[src/rtl/worley_noise_pipe.sv]
// Worley noise generator: N_POINTS bouncing feature points and a 4-stage
// nearest/second-nearest distance pipeline producing one 8-bit value per pixel.
module worley_noise_pipe #(
    parameter int N_POINTS   = 4,
    parameter int H_ACTIVE   = 640,
    parameter int V_ACTIVE   = 480,
    parameter int DIST_SHIFT = 8,
    parameter int MAN_SHIFT  = 1
) (
    input  logic       clk,
    input  logic       reset,
    input  logic       frame_tick,
    input  logic       freeze,
    input  logic [1:0] mode,
    input  logic       valid_in,
    input  logic [9:0] x,
    input  logic [9:0] y,
    output logic [7:0] noise,
    output logic       valid_out
);

    function automatic logic [9:0] init_pos(input int i, input int base, input int step, input int span);
        return 10'((base + step * i) % span);
    endfunction

    // pos_even selects whether even-indexed points start with a positive velocity
    function automatic logic signed [3:0] init_vel(input int i, input bit pos_even, input int modv);
        int mag;
        mag = 1 + (i % modv);
        if (((i % 2) == 0) == pos_even) begin
            return 4'(mag);
        end else begin
            return 4'(-mag);
        end
    endfunction

    function automatic logic [7:0] sat8(input logic [19:0] v);
        if (v > 20'd255) begin
            return 8'hFF;
        end else begin
            return v[7:0];
        end
    endfunction

    logic [9:0]        px_r [N_POINTS];
    logic [9:0]        py_r [N_POINTS];
    logic signed [3:0] vx_r [N_POINTS];
    logic signed [3:0] vy_r [N_POINTS];
    logic [11:0]       nx_s [N_POINTS];
    logic [11:0]       ny_s [N_POINTS];
    logic              bounce_x_s [N_POINTS];
    logic              bounce_y_s [N_POINTS];

    logic [9:0]  adx_s [N_POINTS];
    logic [9:0]  ady_s [N_POINTS];
    logic [9:0]  adx_r [N_POINTS];
    logic [9:0]  ady_r [N_POINTS];
    logic [19:0] d_s [N_POINTS];
    logic [19:0] d_r [N_POINTS];
    logic [19:0] f1_s, f2_s, f1_r, f2_r;
    logic [2:0]  id_s, id_r;
    logic [1:0]  mode1_r, mode2_r, mode3_r;
    logic        valid1_r, valid2_r, valid3_r;
    logic [7:0]  eu_inv_s, noise_s;

    // Candidate next positions; a step outside the screen reflects the velocity instead
    always_comb begin
        for (int i = 0; i < N_POINTS; i++) begin
            nx_s[i] = {2'b00, px_r[i]} + {{8{vx_r[i][3]}}, vx_r[i]};
            ny_s[i] = {2'b00, py_r[i]} + {{8{vy_r[i][3]}}, vy_r[i]};
            bounce_x_s[i] = nx_s[i][11] || (nx_s[i][10:0] > 11'(H_ACTIVE - 1));
            bounce_y_s[i] = ny_s[i][11] || (ny_s[i][10:0] > 11'(V_ACTIVE - 1));
        end
    end

    // Point position/velocity registers, advanced once per unfrozen frame tick
    always_ff @(posedge clk or posedge reset) begin
        if (reset) begin
            for (int i = 0; i < N_POINTS; i++) begin
                px_r[i] <= init_pos(i, 80, 160, H_ACTIVE);
                py_r[i] <= init_pos(i, 60, 97, V_ACTIVE);
                vx_r[i] <= init_vel(i, 1'b1, 3);
                vy_r[i] <= init_vel(i, 1'b0, 2);
            end
        end else if (frame_tick && !freeze) begin
            for (int i = 0; i < N_POINTS; i++) begin
                if (bounce_x_s[i]) vx_r[i] <= -vx_r[i];
                else               px_r[i] <= nx_s[i][9:0];
                if (bounce_y_s[i]) vy_r[i] <= -vy_r[i];
                else               py_r[i] <= ny_s[i][9:0];
            end
        end
    end

    // S1 combinational: per-point absolute axis distances against live point positions
    always_comb begin
        for (int i = 0; i < N_POINTS; i++) begin
            if (x >= px_r[i]) adx_s[i] = x - px_r[i];
            else              adx_s[i] = px_r[i] - x;
            if (y >= py_r[i]) ady_s[i] = y - py_r[i];
            else              ady_s[i] = py_r[i] - y;
        end
    end

    // S2 combinational: Manhattan only for mode 1, every other mode uses squared Euclidean
    always_comb begin
        for (int i = 0; i < N_POINTS; i++) begin
            if (mode1_r == 2'd1) begin
                d_s[i] = {9'd0, {1'b0, adx_r[i]} + {1'b0, ady_r[i]}};
            end else begin
                d_s[i] = ({10'd0, adx_r[i]} * {10'd0, adx_r[i]}) + ({10'd0, ady_r[i]} * {10'd0, ady_r[i]});
            end
        end
    end

    // S3 combinational: running F1/F2 search, strict compare keeps the lower index on ties
    always_comb begin
        f1_s = '1;
        f2_s = '1;
        id_s = 3'd0;
        for (int i = 0; i < N_POINTS; i++) begin
            if (d_r[i] < f1_s) begin
                f2_s = f1_s;
                f1_s = d_r[i];
                id_s = 3'(i);
            end else if (d_r[i] < f2_s) begin
                f2_s = d_r[i];
            end else begin
                f2_s = f2_s;
            end
        end
    end

    // S4 combinational: mode-dependent output formatting
    always_comb begin
        eu_inv_s = ~sat8(f1_r >> DIST_SHIFT);
        case (mode3_r)
            2'd0:    noise_s = eu_inv_s;
            2'd1:    noise_s = ~sat8(f1_r >> MAN_SHIFT);
            2'd2:    noise_s = sat8((f2_r - f1_r) >> DIST_SHIFT);
            2'd3:    noise_s = {id_r, eu_inv_s[7:3]};
            default: noise_s = 8'd0;
        endcase
    end

    // Pipeline registers; mode and valid travel alongside their pixel
    always_ff @(posedge clk or posedge reset) begin
        if (reset) begin
            for (int i = 0; i < N_POINTS; i++) begin
                adx_r[i] <= 10'd0;
                ady_r[i] <= 10'd0;
                d_r[i]   <= 20'd0;
            end
            mode1_r   <= 2'd0;
            mode2_r   <= 2'd0;
            mode3_r   <= 2'd0;
            valid1_r  <= 1'b0;
            valid2_r  <= 1'b0;
            valid3_r  <= 1'b0;
            f1_r      <= 20'd0;
            f2_r      <= 20'd0;
            id_r      <= 3'd0;
            noise     <= 8'd0;
            valid_out <= 1'b0;
        end else begin
            for (int i = 0; i < N_POINTS; i++) begin
                adx_r[i] <= adx_s[i];
                ady_r[i] <= ady_s[i];
                d_r[i]   <= d_s[i];
            end
            mode1_r   <= mode;
            valid1_r  <= valid_in;
            mode2_r   <= mode1_r;
            valid2_r  <= valid1_r;
            f1_r      <= f1_s;
            f2_r      <= f2_s;
            id_r      <= id_s;
            mode3_r   <= mode2_r;
            valid3_r  <= valid2_r;
            noise     <= noise_s;
            valid_out <= valid3_r;
        end
    end

endmodule
[config.mk]
export PLATFORM = sky130hd
export DESIGN_NAME = worley_noise_pipe
export DESIGN_NICKNAME = d
export VERILOG_FILES = /design/src/rtl/worley_noise_pipe.sv
export SDC_FILE = /design/constraint.sdc
export NUM_CORES = 2
export LEC_CHECK = 0
export BUFFER_PORTS_ARGS = -buffer_cell sky130_fd_sc_hd__buf_2
export CAP_MARGIN = 20
export CORE_ASPECT_RATIO = 0.5
export CORE_MARGIN = 4
export CORE_UTILIZATION = 25
export CTS_BUF_LIST = sky130_fd_sc_hd__clkbuf_4 sky130_fd_sc_hd__clkbuf_8
export CTS_CLUSTER_DIAMETER = 120
export DETAILED_ROUTE_END_ITERATION = 7
export PLACE_DENSITY = 0.36
export SYNTH_ARGS = -nofsm -noshare
export SYNTH_HDL_FRONTEND = slang
export SYNTH_SLANG_ARGS = --single-unit
[constraint.sdc]
create_clock -name clk -period 10.14 [get_ports clk]
set_clock_uncertainty 0.2 [all_clocks]
set_input_delay 2.028 -clock clk [delete_from_list [all_inputs] [get_ports clk]]
set_output_delay 2.028 -clock clk [all_outputs]
set_load 0.01 [all_outputs]
==> impl_metrics.tcl <==
set metrics [dict create \
    cts_setup_buffers 0 \
    grt_pass1_vias 35800 \
    drt_iter0_drc 1712 \
    cts_hold_buf 0 \
    floorplan.initialDensity 0.253 \
    yosysTopAreaCellShare 0.232 \
    fin_crit_sh 0.807 \
    cts_tree "built" \
    drc 0 \
    clock_sinks 317 \
    ys_seq_area_frac 0.171 \
    arrival_ps 8660 \
    synthTopCellsByArea "fa_1 (23%), ha_1 (19%), dfrtp_1 (15%), inv_1 (7.2%), xnor2_1 (4.0%)" \
    die_x_um 619 \
    outcome "finished, final reports clean" \
    synthCells 4980 \
    viasPerCell 4.44 \
    h-tree-depth 2 \
    critical_path.startpoint_type "flop" \
    synthToLayoutAreaGrowth_pct 9.64 \
    rsz0062_at_grt "false" \
    use_met2 0.217 \
    cts_resized 0 \
    drt-total-wl_um 139000 \
    ant_nets 0 \
    end_kind "flop" \
    vias 33400 \
    insertion_delay_ps 820 \
    syn_area_mm2 0.0467 \
    nNetsFinal 6270 \
    path_class "reg -> reg" \
    root_buffer "clkbuf_8" \
    avgSynthCellArea_um2 9.37 \
    overflow 0 \
    relSlewSlack 0.253 \
    cp_slowest_cell "o31ai_4" \
    use_met1 0.221 \
    finalSetupViolations 0 \
    routabilityCongestion 0.819 \
    grt_antenna_before_repair 23 \
    pin_count 36 \
    synth_warnings 0 \
    grt_util_all_layers 0.145 \
    synth_top_cell_by_area "fa_1" \
    grt_max_degree 139 \
    drive_above_1_share 0.0619 \
    yosysUniqueCellTypes 69 \
    ys_seq_elements 317 \
    core_area_mm2 0.184 \
    dieArea_mm2 0.194 \
    io_buffers 35 \
    ys.flop_type "dfrtp_1" \
    dr.pass1.iters 5 \
    numCtsBuffers 59 \
    required_ps 10610 \
    slew_violations 0 \
    worst_pin_slew_ps 1110 \
    tns_ps 0 \
    finalHoldViolCount 0 \
    die_h_um 314 \
    hold_ws_ps 149 \
    cp_max_fo 35 \
    async_reset_ff_frac 1.00 \
    fmax_mhz 122 \
    post-route-min-period_ps 8190 \
    synth-edff-count 0 \
    hp-class "reg -> reg" \
    clk_path_buf_depth 3 \
    routedWlPerCell_um 18.5 \
    clkTransAtPathRegs_ps 60 \
    num_rows 111 \
    grt_util_met3 0.0203 \
    max_cap_viol_count 0 \
    grt_busiest_layer "met1" \
    path_common_cell "a21o_1" \
    grt_first_pass_wirelength_um 217000 \
    dpl.hpwl_um 116000 \
    max_stage_delay_ps 660 \
]
cell usage after synthesis, types with 6 or more instances:
library cell,n
mux2_2,71
fa_1,540
ha_1,715
a21oi_1,261
a2bb2oi_1,6
and3_1,24
inv_1,899
dfrtp_1,272
buf_1,6
nand2b_1,38
o211ai_1,12
o31ai_1,13
xnor2_1,213
mux2_1,20
a31oi_1,22
a211o_1,8
o21ai_1,20
o41ai_1,16
buf_2,6
xor2_1,88
o21a_1,29
nand3_1,30
nor4_1,7
dfstp_2,45
nand4_1,33
o31a_1,12
or3_1,6
a21o_1,119
nand2_1,348
o22ai_1,9
a211oi_1,26
o21ai_0,144
nor3_1,34
o21bai_1,59
and2_1,186
clkbuf_1,112
o221ai_1,10
nor2b_1,59
nor2_1,268
a21boi_0,7
mux2i_1,121
cell usage in the layout, fill, tap and decap left out, drive strengths merged, types with 121 or more instances in the layout:
cell type / n
fa: 540
nand2: 348
xnor2: 213
inv: 900
mux2i: 121
and2: 186
dfrtp: 272
nor2: 268
a21oi: 261
ha: 715
o21ai: 164
state kept, by name, indices dropped and copies added, names as in the netlist:
register   cells
d_r           80
noise          8
vx_r          11
mode3_r        2
valid3_r       1
f1_r          20
ady_r         39
vy_r          10
f2_r          20
id_r           2
py_r          38
valid_out      1
valid2_r       1
mode1_r        2
px_r          39
adx_r         40
valid1_r       1
mode2_r        2
critical path: cells and delay by family (launching register included):
family	cells	cell delay, ps
AO/OA/AOI/OAI	18	4530
buffers and inverters	3	1040
adder cells (fa/ha/maj)	3	890
multiplexers	3	820
flip-flops	1	400
AND/OR/NAND/NOR	1	200
through the flow:
step	setup slack (ps)	cell area [um^2]	util	std cells
floorplan	2440	46700	-	4982
global placement	2010	49800	0.270	7412
detailed placement	1950	49800	0.270	7412
CTS	1900	51200	0.277	7523
finish	1950	51200	0.277	7526
global route	1200	51200	0.277	7525
area by class of cell:
cell class / count / area [um^2]
fill: 19800 / 133000
multi-input combinational: 3642 / 34900
sequential: 317 / 7990
inverter: 899 / 3380
tap: 2486 / 3110
clock buffer: 70 / 932
timing repair buffer: 69 / 455
clock inverter: 41 / 424
antenna: 2 / 5.00
layer usage:
metal | vias up | share of wire
li1 | 16200 | -
met1 | 16500 | 0.53
met2 | 517 | 0.42
met3 | 130 | 0.038
met4 | 0 | 0.019
met5 | - | 0
path summary, 6_finish.rpt:
kind / start / to / slack (ps) / cells after the start
worst max-delay path: d_r[55] / f2_r[9] / 1950 / 28
worst min-delay path: mode2_r[0] / mode3_r[0] / 150 / 0
worst max register to register: d_r[55] / f2_r[9] / 1950 / 28
worst min register to register: mode2_r[0] / mode3_r[0] / 150 / 0
max in group asynchronous: reset / f2_r[16] / 6990 / 4
min in group asynchronous: reset / py_r[7] / 1280 / 3
cell families (layout without fill, tap and decap cells):
logic type | Yosys count | in the layout | share of synthesized area
AND/OR/NAND/NOR | 1049 | 1049 | 0.107
AO/OA/AOI/OAI | 822 | 822 | 0.112
buffers and inverters | 1023 | 1079 | 0.0824
flip-flops | 317 | 317 | 0.171
multiplexers | 212 | 212 | 0.0479
adder cells (fa/ha/maj) | 1255 | 1255 | 0.423
XOR/XNOR | 301 | 301 | 0.0565
other | 1 | 5 | 0.0000803
Power is not shown: default switching activity piles up to over one toggle a cycle in this logic, so the estimate is an artifact.
